`src/rtl/sdr_cpu_responder.sv`:
```
// Memory-side responder for the CPU SDRAM port: captures single-cycle requests, serves reads
// from a one-line burst buffer and forwards misses/writes to the SDRAM controller channel.
module sdr_cpu_responder #(
  parameter int LINE_WORDS = 4
) (
  input  logic        CLK_96M,
  input  logic        reset_n,
  input  logic [24:1] sdr_cpu_addr,
  input  logic [15:0] sdr_cpu_din,
  input  logic [1:0]  sdr_cpu_wr_sel,
  input  logic        sdr_cpu_req,
  output logic [15:0] sdr_cpu_dout,
  output logic        sdr_cpu_rdy,
  output logic [24:1] mem_addr,
  output logic [15:0] mem_wdata,
  output logic [1:0]  mem_be,
  output logic        mem_we,
  output logic        mem_burst,
  output logic        mem_req,
  input  logic        mem_ack,
  input  logic [15:0] mem_rdata,
  input  logic        mem_rvalid,
  input  logic        cache_en,
  input  logic        cache_flush,
  output logic        err_overrun
);

  localparam int LW = $clog2(LINE_WORDS);
  localparam int TW = 24 - LW;

  typedef enum logic [2:0] {IDLE, HIT, RD_REQ, RD_DATA, WR_REQ, DONE} state_t;

  state_t          state_r;
  logic [24:1]     addr_r;
  logic            burst_r;
  logic            flushed_r;
  logic            valid_r;
  logic [TW-1:0]   tag_r;
  logic [15:0]     line_r [LINE_WORDS];
  logic [LW-1:0]   cnt_r;
  logic [15:0]     dout_r;
  logic            rdy_r;
  logic [24:1]     mem_addr_r;
  logic [15:0]     mem_wdata_r;
  logic [1:0]      mem_be_r;
  logic            mem_we_r;
  logic            mem_burst_r;
  logic            mem_req_r;
  logic            err_overrun_r;

  logic [TW-1:0]   req_tag_s;
  logic [LW-1:0]   req_idx_s;
  logic [LW-1:0]   cap_idx_s;
  logic            tag_match_s;
  logic            hit_s;

  // Byte-lane merge of a CPU write into a buffered line word.
  function automatic logic [15:0] merge_bytes(input logic [15:0] old_w, input logic [15:0] new_w,
                                              input logic [1:0] be);
    merge_bytes = {be[1] ? new_w[15:8] : old_w[15:8], be[0] ? new_w[7:0] : old_w[7:0]};
  endfunction

  assign req_tag_s   = sdr_cpu_addr[24:LW+1];
  assign req_idx_s   = sdr_cpu_addr[LW:1];
  assign cap_idx_s   = addr_r[LW:1];
  assign tag_match_s = valid_r && (tag_r == req_tag_s);
  // A flush on the lookup edge forces a miss so stale data is never returned.
  assign hit_s       = cache_en && tag_match_s && !cache_flush;

  // Request FSM, line buffer and registered controller/CPU outputs.
  always_ff @(posedge CLK_96M or negedge reset_n) begin
    if (!reset_n) begin
      state_r       <= IDLE;
      addr_r        <= 24'h000000;
      burst_r       <= 1'b0;
      flushed_r     <= 1'b0;
      valid_r       <= 1'b0;
      tag_r         <= '0;
      cnt_r         <= '0;
      dout_r        <= 16'h0000;
      rdy_r         <= 1'b0;
      mem_addr_r    <= 24'h000000;
      mem_wdata_r   <= 16'h0000;
      mem_be_r      <= 2'b00;
      mem_we_r      <= 1'b0;
      mem_burst_r   <= 1'b0;
      mem_req_r     <= 1'b0;
      err_overrun_r <= 1'b0;
      for (int i = 0; i < LINE_WORDS; i++) line_r[i] <= 16'h0000;
    end else begin
      rdy_r <= 1'b0;
      if (cache_flush) valid_r <= 1'b0;
      if (sdr_cpu_req && (state_r != IDLE)) err_overrun_r <= 1'b1;
      case (state_r)
        IDLE: begin
          if (sdr_cpu_req) begin
            addr_r    <= sdr_cpu_addr;
            flushed_r <= 1'b0;
            if (sdr_cpu_wr_sel != 2'b00) begin
              state_r     <= WR_REQ;
              mem_req_r   <= 1'b1;
              mem_we_r    <= 1'b1;
              mem_be_r    <= sdr_cpu_wr_sel;
              mem_wdata_r <= sdr_cpu_din;
              mem_addr_r  <= sdr_cpu_addr;
              mem_burst_r <= 1'b0;
              burst_r     <= 1'b0;
              if (tag_match_s)
                line_r[req_idx_s] <= merge_bytes(line_r[req_idx_s], sdr_cpu_din, sdr_cpu_wr_sel);
            end else if (hit_s) begin
              state_r <= HIT;
            end else begin
              state_r   <= RD_REQ;
              mem_req_r <= 1'b1;
              mem_we_r  <= 1'b0;
              mem_be_r  <= 2'b00;
              if (cache_en) begin
                // Old line words get overwritten during the fill, so drop validity now.
                mem_burst_r <= 1'b1;
                mem_addr_r  <= {req_tag_s, {LW{1'b0}}};
                burst_r     <= 1'b1;
                valid_r     <= 1'b0;
                cnt_r       <= '0;
              end else begin
                mem_burst_r <= 1'b0;
                mem_addr_r  <= sdr_cpu_addr;
                burst_r     <= 1'b0;
              end
            end
          end
        end
        HIT: begin
          dout_r  <= line_r[cap_idx_s];
          rdy_r   <= 1'b1;
          state_r <= DONE;
        end
        RD_REQ: begin
          if (burst_r && cache_flush) flushed_r <= 1'b1;
          if (mem_ack) begin
            mem_req_r   <= 1'b0;
            mem_burst_r <= 1'b0;
            state_r     <= RD_DATA;
          end
        end
        RD_DATA: begin
          if (burst_r) begin
            if (cache_flush) flushed_r <= 1'b1;
            if (mem_rvalid) begin
              line_r[cnt_r] <= mem_rdata;
              if (cnt_r == cap_idx_s) dout_r <= mem_rdata;
              cnt_r <= cnt_r + LW'(1);
              if (cnt_r == LW'(LINE_WORDS - 1)) begin
                valid_r <= !(flushed_r || cache_flush);
                tag_r   <= addr_r[24:LW+1];
                rdy_r   <= 1'b1;
                state_r <= DONE;
              end
            end
          end else if (mem_rvalid) begin
            dout_r  <= mem_rdata;
            rdy_r   <= 1'b1;
            state_r <= DONE;
          end
        end
        WR_REQ: begin
          if (mem_ack) begin
            mem_req_r <= 1'b0;
            mem_we_r  <= 1'b0;
            mem_be_r  <= 2'b00;
            rdy_r     <= 1'b1;
            state_r   <= DONE;
          end
        end
        DONE: begin
          state_r <= IDLE;
        end
        default: begin
          state_r <= IDLE;
        end
      endcase
    end
  end

  assign sdr_cpu_dout = dout_r;
  assign sdr_cpu_rdy  = rdy_r;
  assign mem_addr     = mem_addr_r;
  assign mem_wdata    = mem_wdata_r;
  assign mem_be       = mem_be_r;
  assign mem_we       = mem_we_r;
  assign mem_burst    = mem_burst_r;
  assign mem_req      = mem_req_r;
  assign err_overrun  = err_overrun_r;

endmodule

```
`config.mk`:
```
export PLATFORM = sky130hd
export DESIGN_NAME = sdr_cpu_responder
export DESIGN_NICKNAME = d
export VERILOG_FILES = /design/src/rtl/sdr_cpu_responder.sv
export SDC_FILE = /design/constraint.sdc
export NUM_CORES = 1
export LEC_CHECK = 0
export ABC_AREA = 1
export CAP_MARGIN = 20
export CORE_ASPECT_RATIO = 2
export CORE_MARGIN = 10
export CORE_UTILIZATION = 50
export DETAILED_ROUTE_END_ITERATION = 7
export GPL_ROUTABILITY_DRIVEN = 0
export PLACE_DENSITY_LB_ADDON = 0.15
export SLEW_MARGIN = 20
export SYNTH_ARGS = -nofsm -noshare
export SYNTH_HDL_FRONTEND = slang
export SYNTH_SLANG_ARGS = --single-unit
```
`constraint.sdc`:
```
create_clock -name CLK_96M -period 2 [get_ports CLK_96M]
set_input_delay 0.2 -clock CLK_96M [delete_from_list [all_inputs] [get_ports CLK_96M]]
set_output_delay 0.2 -clock CLK_96M [all_outputs]
set_load 0.03 [all_outputs]
```
Yosys cells after proc, flatten, opt, wreduce, memory -nomap -nowiden
Cells that the tools add are included.
Word-level totals
  word-level logic and storage cells: 169
  bits in registers: 181
  memories: 0
  input bits: 65
  ROM bits: 0
  RAM bits: 0
  latch bits: 0
  output and inout bits: 63
Operators by class
  shift-type cells: 0
  reduce and logical (&&, ||, !) cells: 32
  equality and inequality tests: 24
  add/subtract/negate cells: 1
  multiplexer cells: 84
  bitwise gates (word level): 3
  div/mod/pow operators: 0
  $mul: 0
  magnitude comparators: 5
Operator list (number)
  $mux W64: 5
  $mux W16: 10
  $bwmux W64: 2
  $pmux W64 S2: 1
  $bmux W16 S2: 2
  $demux W16 S2: 2
  $mux W24: 2
  $pmux W16 S2: 1
  $mux W1: 28
  $mux W2: 12
  $mux W3: 8
  $ne A2 B2 Y1 const B: 12
  $eq A22 B22 Y1: 1
  $mux W8: 2
  $reduce_and A4 Y1: 4
  $pmux W3 S5: 1
  $reduce_bool A2 Y1: 6
  $reduce_and A5 Y1: 2
  $ge A3 B3 Y1 const B: 3
  $ne A3 B3 Y1 const B: 3
  $not A2 Y3: 3
  $reduce_and A3 Y1: 3
  $pmux W1 S2: 4
  $pmux W2 S2: 2
  other kinds (18): 30

Logic depth before layout (Yosys ltp)
Gate-level depths: netlist of run 1.
  depth in word-level cells: 10
  gate-level depth with buffers: 16
  mapped depth without buffers: 15

Worst setup path before layout of run 1
Ideal clock, no wire load.
  path kind: flip-flop to flip-flop
  start: register state_r[0]
  end: register line_r[25] (netlist bit)
  path slack: 0.314 ns
  data required time: 1.883 ns
  cell stages (with the launch flop): 12
  period minus slack after synthesis: 1.686 ns
  data arrival time: 1.570 ns
  buffers on the path: 1
  setup time: 0.117 ns
  cell sequence: dfrtp_1 -> inv_2 -> nand2_4 -> nor2_8 -> nand2_1 -> a21oi_2 -> nand2_4 -> inv_4 -> nand2_2 -> buf_6 -> nand2_1 -> nand2_1
Between the ends
  word-level cells in the longest chain between the ends: 3
  elaborated cells between the ends (all ways): 10
  those cells by class: 6 x eq/ne; 1 x mux; 3 x reduce/logical
RTL lines
  start: declaration: RTL line 33  | state_t state_r;
  start signal: assignment: RTL line 73  | state_r <= IDLE;
  start signal: assignment: RTL line 100  | state_r <= WR_REQ;
  start signal: assignment: RTL line 111  | state_r <= HIT;
  $eq A3 B2 Y1 / $logic_not A3 Y1 (equally long branches): RTL line 94  | case (state_r)
  $ne A2 B2 Y1 (no line) / $reduce_bool A2 Y1 (equally long branches)
  $reduce_and A6 Y1 (no line)
  end signal: indexed assignment: RTL line 109  | line_r[req_idx_s] <= merge_bytes(line_r[req_idx_s], sdr_cpu_din, sdr_cpu_wr_sel);
  end signal: indexed assignment: RTL line 149  | line_r[cnt_r] <= mem_rdata;
  end: declaration: RTL line 39  | logic [15:0] line_r [LINE_WORDS];
Parallel ways exist; a longest one is shown, timed or not.
A chain may end at the register's enable or synchronous reset.

Final worst setup path of run 1
  start: register tag_r[20]
  end: register burst_r
Between the ends
  word-level cells in the longest chain between the ends: 6
RTL lines
  start: declaration: RTL line 38  | logic [TW-1:0] tag_r;
  start signal: assignment: RTL line 154  | tag_r <= addr_r[24:LW+1];
  $eq A22 B22 Y1: RTL line 66  | assign tag_match_s = valid_r && (tag_r == req_tag_s);
  $logic_and A1 B1 Y1: RTL line 66
  $logic_and A1 B1 Y1 (2 in series): RTL line 68  | assign hit_s = cache_en && tag_match_s && !cache_flush;
  $ne A2 B1 Y1 (no line)
  $reduce_and A3 Y1 (no line)
  end signal: assignment: RTL line 75  | burst_r <= 1'b0;
  end signal: assignment: RTL line 107  | burst_r <= 1'b0;
  end signal: assignment: RTL line 121  | burst_r <= 1'b1;
  end: declaration: RTL line 35  | logic burst_r;
Every way passes these cells.

==> PnR_summary.wiki, run 1 <==
{| class="wikitable"
! Metric !! Value
|-
| Unrepaired setup endpoints after global routing || yes
|-
| Busiest layer in global routing || met2
|-
| TritonCTS clock tree || built
|-
| Buffer depth of the longest clock path || 2
|-
| Total die area || between 20,000 and 30,000 um2
|-
| Power density normalized to cell area || 1340 nW/um2
|-
| Worst vdd rail ir drop || between 600 and 700 uV
|-
| Vias in the first global route || approximately 9,600
|-
| Class of the tightest hold or removal check || input pin to asynchronous set/reset pin
|-
| Slew Limit Fails || 0
|-
| Cell type contributing the most total cell area after synthesis || dfrtp_1
|-
| Average wire per standard cell || roughly 19 um
|-
| Maximum operating frequency || approximately 0.5 GHz
|-
| Maximum number of pins on one net before global-route repair || 50
|-
| Area Growth Syn to Fin || 30.0%
|-
| Static leakage || between 6 and 7 nW
|-
| Count of state elements after synthesis || about 180
|-
| Number of DRC markers in iteration 0 || 1,064
|-
| Post-synthesis mux area share || 0%
|-
| Number of cells in the finished layout apart from fillers || ~1,800
|-
| Final worst hold slack || 253 ps
|-
| Ports placed on the boundary || about 130
|-
| Site row count || 71
|-
| Final ANT Viol Nets || 0
|-
| Worst slew pin tran || roughly 480 ps
|-
| Iteration count of the initial detailed-routing pass || 7
|-
| Top-area cell type share of the netlist area || between 40% and 50%
|-
| Worst-Skew Late Latency || ~450 ps
|-
| Worst Clk Skew || roughly 12 ps
|-
| CP cell instances || inv_1 > nand2_1 > nand2_1 > nand2_1 > nor2_1 > nand2_2 > nor2_4 > buf_6 > nand4_1 > nand2_2 > buf_6 > clkinvlp_4 > nand2_2 > o21ai_1
|-
| Layout Cell Area excl Fill || roughly 13,000 um2
|-
| Crit share post-route || 97.3%
|-
| Stage delay of the slowest cell on the critical path || slightly below 400 ps
|-
| Aggregate global routing overflow || 0
|-
| Die W || 118 um
|-
| Primary flip-flop cell chosen by synthesis mapping || dfrtp_1
|-
| Share of the synthesized area in compound gates (AO/OA/AOI/OAI) || roughly 17%
|-
| Worst Setup Path Type || register to register
|-
| Arrival time at the worst endpoint || approximately 2300 ps
|-
| Clock buffer count from CTS || 17
|-
| Via total after detailed routing || slightly below 10,000
|-
| Global-route wire length before repair || between 50,000 and 60,000 um
|-
| Cell variety after synth || 39
|-
| Number of I/O port buffers || between 100 and 150
|-
| Initial Util || between 50% and 60%
|-
| Slowest cell on crit path || dfrtp_1
|-
| Slack of the worst reg-to-reg path || around 55 ps
|-
| Cell total after placement || about 1,700
|-
| Library cell used as clock root buffer || clkbuf_16
|-
| Clk pin slew, worst setup/hold paths || about 70 ps
|-
| Total number of clock tree sinks || approximately 180
|-
| Cell area after placement || 11,900 um2
|-
| Maxcap violations || 0
|-
| Number of setup violations in the final report || 0
|-
| Post-synth EDFFs || 0
|-
| R2R depth || 14
|-
| Ranking of synthesized cells by area || dfrtp_1 (47%), nand2_1 (15%), o21ai_0 (10%), inv_1 (6.2%), nand3_1 (5.5%)
|-
| Total power consumption of the routed design || ~0.017 W
|-
| Post-DP HPWL || ~24,000 um
|-
| Adder-cell share of the synthesized area || less than 1%
|-
| Data required time at the worst endpoint || between 2000 and 2500 ps
|-
| Antenna violations before repair || 1
|-
| Endpoint of the lowest-slack register-to-register path || burst_r$_DFFE_PN0P_
|-
| Number of remaining DRC errors || 0
|-
| Post-Synthesis Cells || roughly 1,300
|-
| Total of warnings raised by yosys || 0
|-
| Nets in the synthesized netlist || about 1,400
|-
| Nets@finish || between 1,500 and 2,000
|-
| Post-placement worst setup slack || -349 ps
|-
| Core area || around 19,000 um2
|-
| Launch instance of the worst register-to-register path || tag_r[20]$_DFFE_PN0P_
|-
| Final hold violation count || 0
|-
| Overall fraction of global-route tracks in use || around a quarter
|-
| Fraction of layout cells with a size suffix above 1 || between 10% and 20%
|-
| Slack of the critical path || approximately 55 ps
|-
| Critical path peak fanout || 7
|-
| Nature of the critical path endpoint || register
|-
| DIE HEIGHT || between 200 and 250 um
|-
| H-Tree Depth || 4
|-
| Fraction of synthesis flops using an asynchronous set or reset pin || 100%
|-
| Via density per instance || between 5 and 6
|-
| Final Critical Period || about 1900 ps
|-
| Met2 usage in global routing || between 40% and 50%
|-
| Run status || complete, no violations
|-
| Routed WL || 32,600 um
|-
| GR Layer Usage met3 || approximately 5%
|-
| Xor-xnor portion of the synthesized cell area || 0.272%
|-
| Headroom to the max-slew limit || between 60% and 70%
|-
| Setup crit start kind || register
|-
| Summed instance area of the synthesized netlist || roughly 9700 um2
|-
| Mapped Avg Cell Area || 7.39 um2
|-
| Post-synthesis simple-gate area fraction || 25.6%
|-
| Sequential share of the synthesized area || around 47%
|-
| Met1 Resource Use GR || 26.5%
|-
| Dominant combinational cell family by area after synthesis || simple AND/OR/NAND/NOR gates
|}
==> metrics by stage <==
| step | util (%) | setup TNS, ps |
|---|---|---|
| finish | 66.3 | 0 |
| global route | 66.3 | -484 |
| CTS | 65.9 | 0 |
| detailed placement | 62.7 | -26310 |
| global placement | 62.7 | -23780 |
| floorplan | - | 0 |
==> layout make-up <==
class                   instances  area (um2)
fillers                      1637        6370
inverters                     168         637
flip-flops and latches        181        4530
clock buffers                  20         457
diodes                          1        2.50
repair buffers                229        2210
multi-input cells             897        4250
well taps                     255         319
clock inverters                12         146
==> cells in the final DEF (no fill, tap or decap), types with 3 or more instances in the layout <==
cell and instances:
o22ai_1 17, nand2_2 15, nand4_1 9, o2111ai_1 5
inv_1 158, buf_12 12, o21a_1 6, clkinvlp_4 4
nand3_1 107, o21ai_1 26, buf_4 84, nor2_1 68
a22oi_1 15, buf_6 6, ha_1 4, dfrtp_1 180
o21ai_0 196, nor2_2 7, clkinv_4 4, clkdlybuf4s50_1 126
nand2_4 3, clkbuf_16 17, nor2_8 3, nand2_1 375
a21oi_1 21, inv_2 6
==> timing repair <==
item,in CTS,in global routing
resized for setup,2,24
endpoints found under the setup margin,26,93
hold endpoints to repair,43,0
pin swaps,0,9
setup buffers,0,2
hold buffers,1,0
==> state kept, by name, indices dropped and copies added, names as in the netlist, 2 cells and up <==
name and cells:
addr_r 24, cnt_r 2, line_r 64, mem_addr 24
mem_be 2, mem_wdata 16, sdr_cpu_dout 16, state_r 3
tag_r 22
==> per-layer routing <==
layer  vias up  routed length (um)
li1       4593                   -
met1      4507               11600
met2       470               16700
met3       147                2130
met4         0                2180
met5         -                   0
==> cell usage after synthesis, types with 2 or more instances <==
cell type	n
nand2_1	388
nor2_8	3
buf_4	5
nand4_1	9
o21ai_0	197
nand2_4	3
buf_6	3
clkbuf_1	26
o221ai_1	2
inv_1	159
o22ai_1	17
o21ai_4	2
o2111ai_1	5
buf_2	25
nand2_2	2
inv_2	6
nand3_1	107
o21ai_1	26
o211ai_1	2
nor2_1	73
xnor2_1	2
clkinv_1	2
a21oi_1	21
ha_1	4
o21a_1	6
nor2_2	4
dfrtp_1	181
a22oi_1	15
==> worst max-delay path, delay by kind of cell (launching register included) <==
family	cells	cell delay, ps
compound gates	1	60
simple gates	9	930
flops	1	390
buf+inv	4	450
==> cells by family (layout without fill, tap and decap cells) <==
logic type,Yosys count,after routing
compound gates,299,299
fa+ha+maj,4,4
simple gates,591,591
buf+inv,228,429
xor+xnor,3,3
other cells,0,1
flops,181,181
==> power by group <==
group          leakage [nW]  internal (W)  switching, W
Combinational          3.36       0.00283       0.00480
Clock                 0.285       0.00193       0.00153
Sequential             2.36       0.00497      0.000808
Total                  6.01       0.00973       0.00714
==> worst max path at each step <==
stage | end | slack (ps) | cells after the start | start
2_1_floorplan | line_r[25]$_DFFE_PN0P_ | 310 | 11 | state_r[0]$_DFFE_PN0P_
3_3_place_gp | line_r[59]$_DFFE_PN0P_ | -320 | 15 | sdr_cpu_addr[4]
3_5_place_dp | line_r[56]$_DFFE_PN0P_ | -350 | 15 | sdr_cpu_addr[4]
4_1_cts | line_r[52]$_DFFE_PN0P_ | 5 | 14 | tag_r[1]$_DFFE_PN0P_
5_1_grt | burst_r$_DFFE_PN0P_ | -80 | 14 | tag_r[6]$_DFFE_PN0P_
6_report | burst_r$_DFFE_PN0P_ | 50 | 14 | tag_r[20]$_DFFE_PN0P_
Power figures use the tool's default switching activity.
==> run 2: changes to the inputs <==
--- a/config.mk
+++ b/config.mk
@@ -9,7 +9,7 @@
 export CAP_MARGIN = 20
 export CORE_ASPECT_RATIO = 2
 export CORE_MARGIN = 10
-export CORE_UTILIZATION = 50
+export CORE_UTILIZATION = 25
 export DETAILED_ROUTE_END_ITERATION = 7
 export GPL_ROUTABILITY_DRIVEN = 0
 export PLACE_DENSITY_LB_ADDON = 0.15
==> run 2 against run 1 <==
Net effect: setup slack better by 38 ps; combinational power up 5.5%; total power up 2.2%; utilization down 32 points; clock power down 2%; clock skew up 6.0 ps; largest cell class unchanged; largest power group unchanged.
==> PnR_summary.wiki, run 2 (synthesis results as in run 1) <==
{| class="wikitable"
! Metric !! Value
|-
| Post-placement worst setup slack || -494 ps (was -349 ps)
|-
| Slack of the critical path || 93.0 ps (was 54.9 ps)
|-
| Nature of the critical path endpoint || register (unchanged)
|-
| Slowest cell on crit path || dfrtp_1 (unchanged)
|-
| Final ANT Viol Nets || 0 (unchanged)
|-
| Library cell used as clock root buffer || clkbuf_16 (unchanged)
|-
| Area Growth Syn to Fin || 36.7% (was 30.0%)
|-
| Number of I/O port buffers || 127 (unchanged)
|-
| Global-route wire length before repair || 57,900 um (was 50,700 um)
|-
| Via density per instance || 4.67 (was 5.51)
|-
| Overall fraction of global-route tracks in use || 15.7% (was 25.2%)
|-
| Initial Util || 25.4% (was 51.0%)
|-
| Unrepaired setup endpoints after global routing || yes (unchanged)
|-
| Clk network pwr share || 19.7% (was 20.5%)
|-
| Worst Setup Path Type || register to register (unchanged)
|-
| Headroom to the max-slew limit || 66.2% (was 68.2%)
|-
| Post-DP HPWL || 27,800 um (was 24,200 um)
|-
| Slack of the worst reg-to-reg path || 90 ps (was 50 ps)
|-
| Launch instance of the worst register-to-register path || tag_r[11]$_DFFE_PN0P_ (was tag_r[20]$_DFFE_PN0P_)
|-
| Number of cells in the finished layout apart from fillers || 2,035 (was 1,763)
|-
| Maxcap violations || 0 (unchanged)
|-
| Post-Route Utilization || 34.7% (was 66.3%)
|-
| Vias in the first global route || 9,933 (was 9,632)
|-
| Endpoint of the lowest-slack register-to-register path || line_r[5]$_DFFE_PN0P_ (was burst_r$_DFFE_PN0P_)
|-
| Number of remaining DRC errors || 0 (unchanged)
|-
| Ports placed on the boundary || 128 (unchanged)
|-
| Routed WL || 37,700 um (was 32,600 um)
|-
| Site row count || 101 (was 71)
|-
| Die W || 159 um (was 118 um)
|-
| Arrival time at the worst endpoint || 2250 ps (was 2280 ps)
|-
| Worst Clk Skew || 17.5 ps (was 11.5 ps)
|-
| CP cell instances || inv_1 > nand2_1 > o21ai_0 > nand3b_1 > nor2_1 > buf_4 > nand2_4 > nand2_4 > nand2_8 > nor2_8 > clkbuf_16 > o21ai_0 (was inv_1 > nand2_1 > nand2_1 > nand2_1 > nor2_1 > nand2_2 > nor2_4 > buf_6 > nand4_1 > nand2_2 > buf_6 > clkinvlp_4 > nand2_2 > o21ai_1)
|-
| Most common library cell in the layout ignoring fill and taps || nand2_1 (unchanged)
|-
| TritonCTS clock tree || built (unchanged)
|-
| Crit share post-route || 95.4% (was 97.3%)
|-
| Antenna violations before repair || 1 (unchanged)
|-
| Most frequent cells in the layout || nand2_1 (363), o21ai_0 (194), dfrtp_1 (180), inv_1 (158), clkdlybuf4s50_1 (126) (was nand2_1 (375), o21ai_0 (196), dfrtp_1 (180), inv_1 (158), clkdlybuf4s50_1 (126))
|-
| Maximum operating frequency || 0.524 GHz (was 0.514 GHz)
|-
| Critical path peak fanout || 7 (unchanged)
|-
| Largest register by flop count || line_r (unchanged)
|-
| Setup crit start kind || register (unchanged)
|-
| Switching power total || 0.00753 W (was 0.00714 W)
|-
| Power Internal || 0.00971 W (was 0.00973 W)
|-
| Static leakage || 6.15 nW (was 6.01 nW)
|-
| Class of the tightest hold or removal check || input pin to asynchronous set/reset pin (unchanged)
|-
| Average wire per standard cell || 18.5 um (about the same)
|-
| Share of total power in sequential cells || 33.5% (was 34.2%)
|-
| Number of setup violations in the final report || 0 (unchanged)
|-
| H-Tree Depth || 4 (unchanged)
|-
| Number of flip-flops in the largest register || 64 (unchanged)
|-
| R2R depth || 12 (was 14)
|-
| Stage delay of the slowest cell on the critical path || 380 ps (was 390 ps)
|-
| Worst-Skew Late Latency || 460 ps (was 450 ps)
|-
| Number of DRC markers in iteration 0 || 619 (was 1,064)
|-
| Worst slew pin tran || 507 ps (was 477 ps)
|-
| Cell total after placement || 1,992 (was 1,728)
|-
| Data required time at the worst endpoint || 2340 ps (was 2330 ps)
|-
| Core area || 38,000 um2 (was 18,900 um2)
|-
| Maximum number of pins on one net before global-route repair || 49 (was 50)
|-
| Via total after detailed routing || 9,502 (was 9,717)
|-
| Run status || complete, no violations (unchanged)
|-
| Worst vdd rail ir drop || 755 uV (was 649 uV)
|-
| Final Critical Period || 1910 ps (was 1950 ps)
|-
| Total number of clock tree sinks || 181 (unchanged)
|-
| Final hold violation count || 0 (unchanged)
|-
| Clk pin slew, worst setup/hold paths || 80 ps (was 70 ps)
|-
| DIE HEIGHT || 298 um (was 216 um)
|-
| Iteration count of the initial detailed-routing pass || 5 (was 7)
|-
| Aggregate global routing overflow || 0 (unchanged)
|-
| Fraction of layout cells with a size suffix above 1 || 13.7% (was 11.8%)
|-
| Clock buffer count from CTS || 17 (unchanged)
|-
| Buffer depth of the longest clock path || 2 (unchanged)
|-
| Part of the total power dissipated in combinational logic || 46.7% (was 45.3%)
|-
| Total die area || 47,300 um2 (was 25,600 um2)
|-
| Slew Limit Fails || 0 (unchanged)
|-
| Share of total power consumed by net switching || 43.7% (was 42.3%)
|-
| Nets@finish || 1,575 (was 1,563)
|-
| Power density normalized to cell area || 1310 nW/um2 (was 1340 nW/um2)
|}
## run 2: through the flow
| stage | hold WS (ps) | total power [W] | TNS [ps] | cell area [um2] |
|---|---|---|---|---|
| 6_report | 234 | 0.0172 | 0 | 13200 |
| 5_1_grt | 278 | 0.0185 | -113 | 13200 |
| 4_1_cts | 259 | 0.0171 | 0 | 12900 |
| 3_5_place_dp | 204 | 0.0136 | -39800 | 12300 |
| 3_3_place_gp | 206 | 0.0136 | -40850 | 12300 |
| 2_1_floorplan | -95.6 | 0.0101 | 0 | 9650 |
## run 2: critical path: cells and delay by family, from the launching register on
kind / cells / cell delay, ps
and+or+nand+nor: 7 / 810
buffers and inverters: 3 / 400
DFF: 1 / 380
AOI/OAI and AO/OA: 2 / 190
## run 2: worst max path at each step
stage / start / end / slack, ps / cells after the start
floorplan: state_r[0]$_DFFE_PN0P_ / line_r[25]$_DFFE_PN0P_ / 310 / 11
global placement: sdr_cpu_addr[6] / line_r[56]$_DFFE_PN0P_ / -520 / 14
detailed placement: sdr_cpu_addr[6] / line_r[58]$_DFFE_PN0P_ / -490 / 14
CTS: tag_r[10]$_DFFE_PN0P_ / line_r[52]$_DFFE_PN0P_ / 9 / 14
global route: tag_r[7]$_DFFE_PN0P_ / line_r[5]$_DFFE_PN0P_ / -30 / 13
finish: tag_r[11]$_DFFE_PN0P_ / line_r[5]$_DFFE_PN0P_ / 90 / 12
## run 2: layout make-up
type,count,area [um2]
Clock inverter,14,136
Antenna cell,1,2.50
Sequential cell,181,4530
Clock buffer,18,439
Fill cell,4034,24800
Inverter,168,646
Multi-Input combinational cell,898,4370
Timing Repair Buffer,240,2430
Tap cell,515,644
## run 2: routing by layer
metal	up-vias	part of all wire, %	global-route usage, %
met5	-	0	0
met4	0	3.5	6.87
met3	76	5.1	3.23
met2	331	54	29.7
met1	4473	37	16.1
li1	4622	-	-
## run 2: power by group through the flow
stage | clock, W | sequential (W) | combinational, W
floorplan | 0 | 0.00669 | 0.00344
global placement | 0 | 0.00584 | 0.00774
detailed placement | 0 | 0.00585 | 0.00774
CTS | 0.00354 | 0.00579 | 0.00779
global route | 0.00365 | 0.00595 | 0.00891
finish | 0.00340 | 0.00578 | 0.00806
## run 2: timing repair
item                       CTS  global route
hold endpoints to repair    43             0
pin swaps                    0            11
setup endpoints to repair   41            95
resized for setup            2            60
hold buffers                 1             0
gates cloned                 0             4
setup buffers                0             5
==> run 3: changes to the inputs <==
--- a/config.mk
+++ b/config.mk
@@ -9,7 +9,7 @@
 export CAP_MARGIN = 20
 export CORE_ASPECT_RATIO = 2
 export CORE_MARGIN = 10
-export CORE_UTILIZATION = 25
+export CORE_UTILIZATION = 45
 export DETAILED_ROUTE_END_ITERATION = 7
 export GPL_ROUTABILITY_DRIVEN = 0
 export PLACE_DENSITY_LB_ADDON = 0.15
==> run 3 against run 2 <==
Net effect: the flow now finishes with violations (setup timing); sequential share of layout area increased by 0.73 points; total power increased by 1.5%; maximum frequency down 5.1%; highest routed layer unchanged.
==> PnR_summary.wiki, run 3 (synthesis results as in run 1) <==
{| class="wikitable"
! Metric !! Value
|-
| Run status || complete, but fails checks (was complete, no violations)
|-
| Violations in the final reports || setup timing
|-
| Initial Util || 45.9% (was 25.4%)
|-
| DIE HEIGHT || 227 um (was 298 um)
|-
| Worst Clk Skew || 7.48 ps (was 17.5 ps)
|-
| Nets@finish || 1,563 (was 1,575)
|-
| Headroom to the max-slew limit || 73.3% (was 66.2%)
|-
| Largest register by flop count || line_r (unchanged)
|-
| Number of cells in the finished layout apart from fillers || 1,776 (was 2,035)
|-
| Slew Limit Fails || 0 (unchanged)
|-
| Final Critical Period || 2010 ps (was 1910 ps)
|-
| Setup crit start kind || register (unchanged)
|-
| Number of flip-flops in the largest register || 64 (unchanged)
|-
| Maxcap violations || 0 (unchanged)
|-
| Aggregate global routing overflow || 0 (unchanged)
|-
| Via total after detailed routing || 9,721 (was 9,502)
|-
| Worst Setup Path Type || register to register (unchanged)
|-
| Final worst hold slack || 169 ps (was 234 ps)
|-
| Vias in the first global route || 9,190 (was 9,933)
|-
| Average wire per standard cell || 19.3 um (was 18.5 um)
|-
| Total die area || 28,100 um2 (was 47,300 um2)
|-
| Post-Route Utilization || 61.5% (was 34.7%)
|-
| Clk pin slew, worst setup/hold paths || 70 ps (was 80 ps)
|-
| Data required time at the worst endpoint || 2370 ps (was 2340 ps)
|-
| Number of remaining DRC errors || 0 (unchanged)
|-
| Number of I/O port buffers || 127 (unchanged)
|-
| Layout Cell Area excl Fill || 12,900 um2 (was 13,200 um2)
|-
| Number of setup violations in the final report || 1 (was 0)
|-
| Unrepaired setup endpoints after global routing || yes (unchanged)
|-
| Fraction of layout cells with a size suffix above 1 || 14.5% (was 13.7%)
|-
| Worst slew pin tran || 399 ps (was 507 ps)
|-
| Die W || 124 um (was 159 um)
|-
| Slack of the critical path || -10.4 ps (was 93.0 ps)
|-
| Most frequent cells in the layout || nand2_1 (347), dfrtp_1 (180), o21ai_0 (178), inv_1 (158), clkdlybuf4s50_1 (126) (was nand2_1 (363), o21ai_0 (194), dfrtp_1 (180), inv_1 (158), clkdlybuf4s50_1 (126))
|-
| Ports placed on the boundary || 128 (unchanged)
|-
| Worst vdd rail ir drop || 837 uV (was 755 uV)
|-
| Cell total after placement || 1,730 (was 1,992)
|-
| Class of the tightest hold or removal check || input pin to asynchronous set/reset pin (unchanged)
|-
| Worst-Skew Late Latency || 440 ps (was 460 ps)
|-
| H-Tree Depth || 4 (unchanged)
|-
| Number of DRC markers in iteration 0 || 1,027 (was 619)
|-
| Most common library cell in the layout ignoring fill and taps || nand2_1 (unchanged)
|-
| Maximum operating frequency || 0.497 GHz (was 0.524 GHz)
|-
| Total Neg Setup Slack || -10.4 ps (was 0 ps)
|-
| Filler Cells Inserted || 1,901 (was 4,034)
|-
| Worst setup startpoint || tag_r[12]$_DFFE_PN0P_ (was tag_r[11]$_DFFE_PN0P_)
|-
| Arrival time at the worst endpoint || 2380 ps (was 2250 ps)
|-
| Overall fraction of global-route tracks in use || 23.6% (was 15.7%)
|-
| Crit share post-route || 101% (was 95.4%)
|-
| TritonCTS clock tree || built (unchanged)
|-
| Buffer depth of the longest clock path || 2 (unchanged)
|-
| Library cell used as clock root buffer || clkbuf_16 (unchanged)
|-
| Iteration count of the initial detailed-routing pass || 6 (was 5)
|-
| Antenna violations before repair || 1 (unchanged)
|-
| Multi-input gate area || 4430 um2 (was 4370 um2)
|-
| Post-DP HPWL || 24,500 um (was 27,800 um)
|-
| Sequential Area || 4530 um2 (unchanged)
|-
| Launch instance of the worst register-to-register path || tag_r[12]$_DFFE_PN0P_ (was tag_r[11]$_DFFE_PN0P_)
|-
| Power density normalized to cell area || 1350 nW/um2 (was 1310 nW/um2)
|-
| Total number of clock tree sinks || 181 (unchanged)
|-
| Core area || 21,000 um2 (was 38,000 um2)
|-
| Static leakage || 6.15 nW (about the same)
|-
| Nature of the critical path endpoint || register (unchanged)
|-
| Routed WL || 34,300 um (was 37,700 um)
|-
| Site row count || 75 (was 101)
|-
| Maximum number of pins on one net before global-route repair || 58 (was 49)
|-
| Via density per instance || 5.47 (was 4.67)
|-
| Clock buffer count from CTS || 17 (unchanged)
|-
| Critical path peak fanout || 19 (was 7)
|-
| Cell area after placement || 11,800 um2 (was 12,300 um2)
|-
| Final hold violation count || 0 (unchanged)
|-
| Area Growth Syn to Fin || 33.9% (was 36.7%)
|-
| Final ANT Viol Nets || 0 (unchanged)
|-
| Global-route wire length before repair || 50,400 um (was 57,900 um)
|}
## run 3: cell count changes in the layout (fill, tap and decap cells not counted), moves of 5 or more
cell | before | now
o21ai_2 | 7 | 14
o21ai_0 | 194 | 178
buf_4 | 86 | 74
nand2_4 | 4 | 9
nand2_2 | 23 | 34
nand2_1 | 363 | 347
o21ai_1 | 23 | 32
## run 3: cell type report
type | count | share of cell area [%]
sequential | 181 | 35.1
multi-input combinational | 897 | 34.3
clock buffer | 18 | 3.40
timing repair buffer | 229 | 18.5
antenna | 1 | 0.0194
inverter | 168 | 5.00
tap | 269 | 2.60
clock inverter | 13 | 1.15
## run 3: where the power goes
part | internal [W] | switching, W | total, W | leakage, nW
Combinational | 0.00318 | 0.00508 | 0.00825 | 3.50
Sequential | 0.00497 | 0.000846 | 0.00581 | 2.36
Clock | 0.00189 | 0.00154 | 0.00343 | 0.285
Total | 0.0100 | 0.00746 | 0.0175 | 6.15
## run 3: final timing paths
path,endpoint,depth (start not counted),slack (ps)
max,mem_addr[24]$_DFFE_PN0P_,14,-10
min,addr_r[17]$_DFFE_PN0P_,2,170
max reg2reg,mem_addr[24]$_DFFE_PN0P_,14,-10
min reg2reg,err_overrun$_DFFE_PN0P_,1,480
max in group asynchronous,line_r[42]$_DFFE_PN0P_,3,1160
min in group CLK_96M,mem_wdata[10]$_DFFE_PN0P_,3,340
## run 3: through the flow
step	total power (W)	setup slack [ps]
2_1_floorplan	0.0101	314
3_3_place_gp	0.0133	-335
3_5_place_dp	0.0134	-376
4_1_cts	0.0169	20.8
5_1_grt	0.0185	-147
6_report	0.0175	-10.4
## run 3: critical path, cell delays in order, from the launching register on
cell and delay [ps]:
dfrtp_1 400, inv_1 60, nand2_1 70, nand2_1 110, nand2_2 110, nor2_1 110, nand2_1 80, nor2_2 120
buf_4 130, nand4_1 90, buf_4 180, nand2_8 130, clkbuf_16 200, nand2_1 70, o21ai_0 70
## run 3: timing repair
| item | CTS | global route |
|---|---|---|
| endpoints found under the hold margin | 181 | 0 |
| pin swaps | 0 | 5 |
| cloned | 0 | 7 |
| hold buffers | 1 | 0 |
| setup endpoints to repair | 51 | 82 |
| setup buffers | 0 | 6 |
| gates resized for setup | 4 | 100 |
## run 3: layer usage
layer | share of wire (%) | wire length (um) | global-route usage, %
met5 | 0 | 0 | 0
met4 | 6.5 | 2240 | 12.0
met1 | 35 | 12100 | 25.4
met3 | 5.8 | 1990 | 3.50
met2 | 52 | 17900 | 42.9
